## src/rtl/gp_line_dispatch.sv

```systemverilog
// Command-stream front end for the line engine: decodes LINE/BASE/NOP/HALT
// words from the command FIFO and replays each line through the engine handshake.
module gp_line_dispatch #(
    parameter logic [31:0] FRAME_BASE_RST = 32'h1000_0000
) (
    input  logic        clk,
    input  logic        rst,
    input  logic [31:0] cmd_data,
    input  logic        cmd_valid,
    output logic        cmd_ready,
    input  logic        resume,
    input  logic        LE_ready,
    output logic [31:0] LE_color,
    output logic [19:0] LE_point,
    output logic        LE_color_valid,
    output logic        LE_point0_valid,
    output logic        LE_point1_valid,
    output logic        LE_trigger,
    output logic [31:0] LE_frame_base,
    output logic        busy,
    output logic        halted,
    output logic        bad_opcode,
    output logic [15:0] line_count
);

    typedef enum logic [3:0] {
        FETCH_HDR, FETCH_P0, FETCH_P1, FETCH_BASE,
        WAIT_LE, SEND_COLOR, SEND_P0, SEND_P1, SEND_TRIG,
        LE_HOLD, LE_BUSY, HALT
    } state_e;

    localparam logic [7:0] OP_NOP  = 8'h00;
    localparam logic [7:0] OP_LINE = 8'h01;
    localparam logic [7:0] OP_BASE = 8'h02;
    localparam logic [7:0] OP_HALT = 8'hFF;

    state_e      state_q, state_d;
    logic [23:0] rgb_q, rgb_d;
    logic [19:0] p0_q, p0_d, p1_q, p1_d, point_q, point_d;
    logic [31:0] base_q, base_d;
    logic [15:0] count_q, count_d;
    logic        bad_q, bad_d;
    logic        cmd_ready_q, cmd_ready_d;
    logic        color_vld_q, color_vld_d;
    logic        p0_vld_q, p0_vld_d;
    logic        p1_vld_q, p1_vld_d;
    logic        trig_q, trig_d;
    logic        busy_q, busy_d;
    logic        halted_q, halted_d;
    logic        accept;

    // cmd_ready_q mirrors "state is a fetch state", so it doubles as the accept qualifier
    assign accept = cmd_valid & cmd_ready_q;

    always_comb begin
        state_d = state_q;
        rgb_d   = rgb_q;
        p0_d    = p0_q;
        p1_d    = p1_q;
        base_d  = base_q;
        bad_d   = bad_q;
        count_d = count_q;
        if (resume) bad_d = 1'b0;
        case (state_q)
            FETCH_HDR: if (accept) begin
                case (cmd_data[31:24])
                    OP_NOP: ;
                    OP_LINE: begin
                        rgb_d   = cmd_data[23:0];
                        state_d = FETCH_P0;
                    end
                    OP_BASE: state_d = FETCH_BASE;
                    OP_HALT: state_d = HALT;
                    default: bad_d = 1'b1;
                endcase
            end
            FETCH_P0: if (accept) begin
                p0_d    = cmd_data[19:0];
                state_d = FETCH_P1;
            end
            FETCH_P1: if (accept) begin
                p1_d    = cmd_data[19:0];
                state_d = WAIT_LE;
            end
            FETCH_BASE: if (accept) begin
                base_d  = cmd_data;
                state_d = FETCH_HDR;
            end
            WAIT_LE:    if (LE_ready) state_d = SEND_COLOR;
            SEND_COLOR: state_d = SEND_P0;
            SEND_P0:    state_d = SEND_P1;
            SEND_P1:    state_d = SEND_TRIG;
            SEND_TRIG:  state_d = LE_HOLD;
            // engine drops LE_ready only the cycle after trigger, so skip one sample
            LE_HOLD:    state_d = LE_BUSY;
            LE_BUSY:    if (LE_ready) state_d = FETCH_HDR;
            HALT:       if (resume) state_d = FETCH_HDR;
            default:    state_d = FETCH_HDR;
        endcase

        if (state_d == SEND_TRIG) count_d = count_q + 16'd1;

        // outputs are decoded from the next state so they appear as clean flops
        cmd_ready_d = (state_d == FETCH_HDR) || (state_d == FETCH_P0) ||
                      (state_d == FETCH_P1)  || (state_d == FETCH_BASE);
        color_vld_d = (state_d == SEND_COLOR);
        p0_vld_d    = (state_d == SEND_P0);
        p1_vld_d    = (state_d == SEND_P1);
        trig_d      = (state_d == SEND_TRIG);
        point_d     = (state_d == SEND_P1) ? p1_d : p0_d;
        busy_d      = !((state_d == FETCH_HDR) || (state_d == HALT));
        halted_d    = (state_d == HALT);
    end

    always_ff @(posedge clk) begin
        if (rst) begin
            state_q     <= FETCH_HDR;
            rgb_q       <= '0;
            p0_q        <= '0;
            p1_q        <= '0;
            point_q     <= '0;
            base_q      <= FRAME_BASE_RST;
            count_q     <= '0;
            bad_q       <= 1'b0;
            cmd_ready_q <= 1'b1;
            color_vld_q <= 1'b0;
            p0_vld_q    <= 1'b0;
            p1_vld_q    <= 1'b0;
            trig_q      <= 1'b0;
            busy_q      <= 1'b0;
            halted_q    <= 1'b0;
        end else begin
            state_q     <= state_d;
            rgb_q       <= rgb_d;
            p0_q        <= p0_d;
            p1_q        <= p1_d;
            point_q     <= point_d;
            base_q      <= base_d;
            count_q     <= count_d;
            bad_q       <= bad_d;
            cmd_ready_q <= cmd_ready_d;
            color_vld_q <= color_vld_d;
            p0_vld_q    <= p0_vld_d;
            p1_vld_q    <= p1_vld_d;
            trig_q      <= trig_d;
            busy_q      <= busy_d;
            halted_q    <= halted_d;
        end
    end

    assign cmd_ready       = cmd_ready_q;
    assign LE_color        = {8'h00, rgb_q};
    assign LE_point        = point_q;
    assign LE_color_valid  = color_vld_q;
    assign LE_point0_valid = p0_vld_q;
    assign LE_point1_valid = p1_vld_q;
    assign LE_trigger      = trig_q;
    assign LE_frame_base   = base_q;
    assign busy            = busy_q;
    assign halted          = halted_q;
    assign bad_opcode      = bad_q;
    assign line_count      = count_q;

endmodule

```

## config.mk

```make
export PLATFORM = sky130hd
export DESIGN_NAME = gp_line_dispatch
export DESIGN_NICKNAME = d
export VERILOG_FILES = /design/src/rtl/gp_line_dispatch.sv
export SDC_FILE = /design/constraint.sdc
export NUM_CORES = 1
export LEC_CHECK = 0
export BUFFER_PORTS_ARGS = -buffer_cell sky130_fd_sc_hd__clkbuf_2
export CAP_MARGIN = 10
export CORE_MARGIN = 5
export CORE_UTILIZATION = 53
export CTS_CLUSTER_SIZE = 10
export DETAILED_ROUTE_END_ITERATION = 8
export PLACE_DENSITY = 0.79
export SLEW_MARGIN = 20
export SYNTH_ARGS = -nofsm -noshare
export SYNTH_HDL_FRONTEND = slang
export SYNTH_SLANG_ARGS = --single-unit
```

## constraint.sdc

```tcl
create_clock -name clk -period 2.5 [get_ports clk]
set_clock_uncertainty 0.2 [all_clocks]
set_input_delay 0.5 -clock clk [delete_from_list [all_inputs] [get_ports clk]]
set_output_delay 0.5 -clock clk [all_outputs]
set_load 0.005 [all_outputs]
```

==> run_results.csv <==
group,metric,value,unit
sta,period_share,93.1,%
clock_tree,clock-root-buffer,"clkbuf_8",
min_path,worstHoldPathType,"in2reg",
setup_path,crit_family,"flip-flops",
sta,finalCriticalPeriod,2.33,ns
sta,drv_slew,0,
synthesis,yosys.area.top_type_share,49.3,%
min_path,min-delay-start,"cmd_data[28]",
grt,grt_start_max_net_pins,42,
finish,areaGrowthSynthToFinish,25.4,%
placed_design,dp_hpwl,10.8,mm
synthesis,yosys.area.top_type,"dfxtp_1",
status,status,"complete, no violations",
setup_path,path_cells,"nand3_1 > a221oi_2 > nand2_1 > inv_2 > o211a_1",
drt,routed_via_density,5.67,
setup_path,crit_buf_inv,1,
clock_tree,clk_pin_slew,0.06,ns
power_and_ir_drop,power_density,698,mW/mm^2
sta,finalHoldViolCount,0,
finish,drive_above_1_share,25.7,%
setup_path,slowest_delay,0.70,ns
placed_design,port_buffers,136,
finish,fin_area,0.00734,sq mm
synthesis,async_flop_share,0,%
setup_path,path_class,"reg2reg",
clock_tree,clk_latency,0.54,ns
synthesis,syn_inst,660,
floorplanning,boundaryPins,145,
grt,track_usage,24.3,%
clock_tree,ctsLongestPathBuffers,2,
setup_path,worst_setup_path_start_kind,"flop",
floorplanning,start_util,54.0,%
drt,initialDrtViolationCount,508,
sta,worst_pin_slew,0.605,ns
drt,ant_nets,0,
floorplanning,die_h,115,um
setup_path,cp.arrival,2.61,ns
clock_tree,clock-sinks,144,
sta,setup_violations,0,
setup_path,worstSetupEndpointType,"flop",
finish,diodes,0,
placed_design,place_area,0.00664,sq mm
synthesis,yosysWarningCount,0,
sta,tns,0,ns
synthesis,synth-seq-cells,144,
grt,antenna_found_initial,0,
setup_path,slowest_stage,"dfxtp_1",
synthesis,yosysUniqueCellTypes,51,
grt,grt-ovfl-total,0,
floorplanning,core_area,0.0108,sq mm
setup_path,cp.required,2.78,ns
setup_path,r2r_start,"state_q[1]$_SDFF_PP0_",
synthesis,synth_commonest_cells,"144 x dfxtp_1, 124 x nand2_1, 80 x a21oi_1, 43 x nor2_1, 28 x nand3_1",
finish,fin_nets,826,
drt,drt-total-wl,15.9,mm
synthesis,netlist_area,0.00585,sq mm
clock_tree,cts_tree,"yes",
setup_path,path_max_fanout,23,
floorplanning,num_rows,38,
drt,drcViolationCount,0,
placed_design,gp_congestion,0.816,
synthesis,synth_top_flop_cell,"dfxtp_1",
drt,wire_per_inst,16.9,um
floorplanning,dieWidth,115,um
synthesis,synthTopCellsByArea,"dfxtp_1 49%, nand2_1 8.0%, a21oi_1 6.8%",
clock_tree,post_cts_buffers,0,
synthesis,avgSynthCellArea,8.86,sq um
sta,relSlewSlack,59.6,%
grt,grt_pass1_vias,5245,
power_and_ir_drop,vdd_ir_drop_max,459,uV
drt,first_pass_iters,6,
finish,final_cells,941,
clock_tree,cts_max_level,4,
job,max_cap_viol_count,0,
floorplanning,dieArea,0.0132,sq mm
setup_path,crit_start,"state_q[1]$_SDFF_PP0_",
grt,grt_pass1_wl,25.4,mm
sta,rsz0062_at_grt,"false",
synthesis,synth_edf_count,0,
synthesis,yosysMostFrequentCell,"dfxtp_1",
placed_design,dp.cells,902,
drt,num_vias,5333,
clock_tree,numCtsBuffers,17,
power_and_ir_drop,p_leak,3.39,nW
synthesis,ys_seq_area_share,49.3,%
sta,timing.fmax,430,MHz
## sequential cells by signal (all words and copies together), names as in the netlist
signal           flops
LE_point            20
LE_point1_valid      1
bad_opcode           1
LE_point0_valid      1
state_q              4
p0_q                20
LE_color_valid       1
line_count          16
cmd_ready            1
busy                 1
p1_q                20
LE_frame_base       32
LE_trigger           1
rgb_q               24
halted               1
## repair_timing
item,4_1_cts,5_1_grt
gates resized for setup,0,0
hold endpoints to repair,9,0
hold buffers,7,0
## path summary, 6_finish.rpt
path                                     to  slack, ns  cells after the start
min          LE_frame_base[28]$_SDFFE_PP1P_       0.04                      3
max reg2reg         LE_point[11]$_SDFF_PP0_       0.17                      5
max                 LE_point[11]$_SDFF_PP0_       0.17                      5
min reg2reg          rgb_q[12]$_SDFFE_PP0P_       0.25                      2
## layout make-up
| cell class | count | area [sq um] |
|---|---|---|
| clock buffer | 19 | 442 |
| clock inverter | 13 | 184 |
| fill | 864 | 3500 |
| inverter | 4 | 15.0 |
| multi-input combinational | 455 | 2660 |
| sequential | 144 | 2880 |
| tap | 140 | 175 |
| timing repair buffer | 166 | 976 |
## metal layers
metal  global-route usage [%]  up-vias  routed length [um]
li1                         -     2538                   -
met5                        0        -                   0
met1                     29.8     2513                6430
met3                     7.42       28                1520
met4                     8.61        0                 245
met2                     40.4      254                7750
## worst min-delay path, stage by stage
cell      delay [ns]
clkbuf_2        0.11
nand2_1         0.06
nand3_1         0.07
## per-stage QoR
step | setup WS (ns) | total power, W | hold slack, ns | util (%)
after floorplan | 0.433 | 0.00243 | 0.248 | -
after global placement | 0.241 | 0.00250 | 0.240 | 61.3
after detailed placement | 0.209 | 0.00251 | 0.247 | 61.3
after CTS | 0.183 | 0.00516 | 0.00624 | 67.7
after global routing | 0.00392 | 0.00528 | 0.0291 | 67.7
final | 0.172 | 0.00512 | 0.0358 | 67.7
## cells by family (layout without fill, tap and decap cells)
family | Yosys count | in the layout | synth area share, %
and+or+nand+nor | 258 | 258 | 21.3
AOI/OAI and AO/OA | 152 | 152 | 17.1
DFF | 144 | 144 | 49.3
buffers and inverters | 68 | 202 | 6.20
muxes | 21 | 21 | 3.59
xor gates and xnor gates | 15 | 15 | 2.25
adders and majority gates | 1 | 1 | 0.214
other | 1 | 8 | 0.0641
## cells in the final DEF, fill, tap and decap left out, types with 3 or more instances in the layout
cell type / instances
xor2_1: 7
o21ai_0: 22
clkbuf_8: 3
dfxtp_1: 144
clkinvlp_4: 3
clkbuf_2: 135
or3_1: 3
nor3_1: 4
nand4_1: 24
conb_1: 8
dlygate4sd3_1: 7
xnor2_1: 8
mux2i_1: 21
a211o_1: 20
nor2_1: 43
and2_1: 3
nand2_1: 124
bufinv_16: 4
buf_12: 4
clkbuf_16: 16
inv_1: 3
o211a_1: 20
nand3_1: 28
a21oi_1: 80
and3_1: 5
clkinv_2: 3
buf_4: 20
## report_power, final
group	internal, W	leakage (nW)	switching (W)
logic	0.0000564	1.93	0.000110
clock network	0.00168	0.301	0.000979
registers	0.00230	1.16	0.00000296
Power figures use the tool's default switching activity.
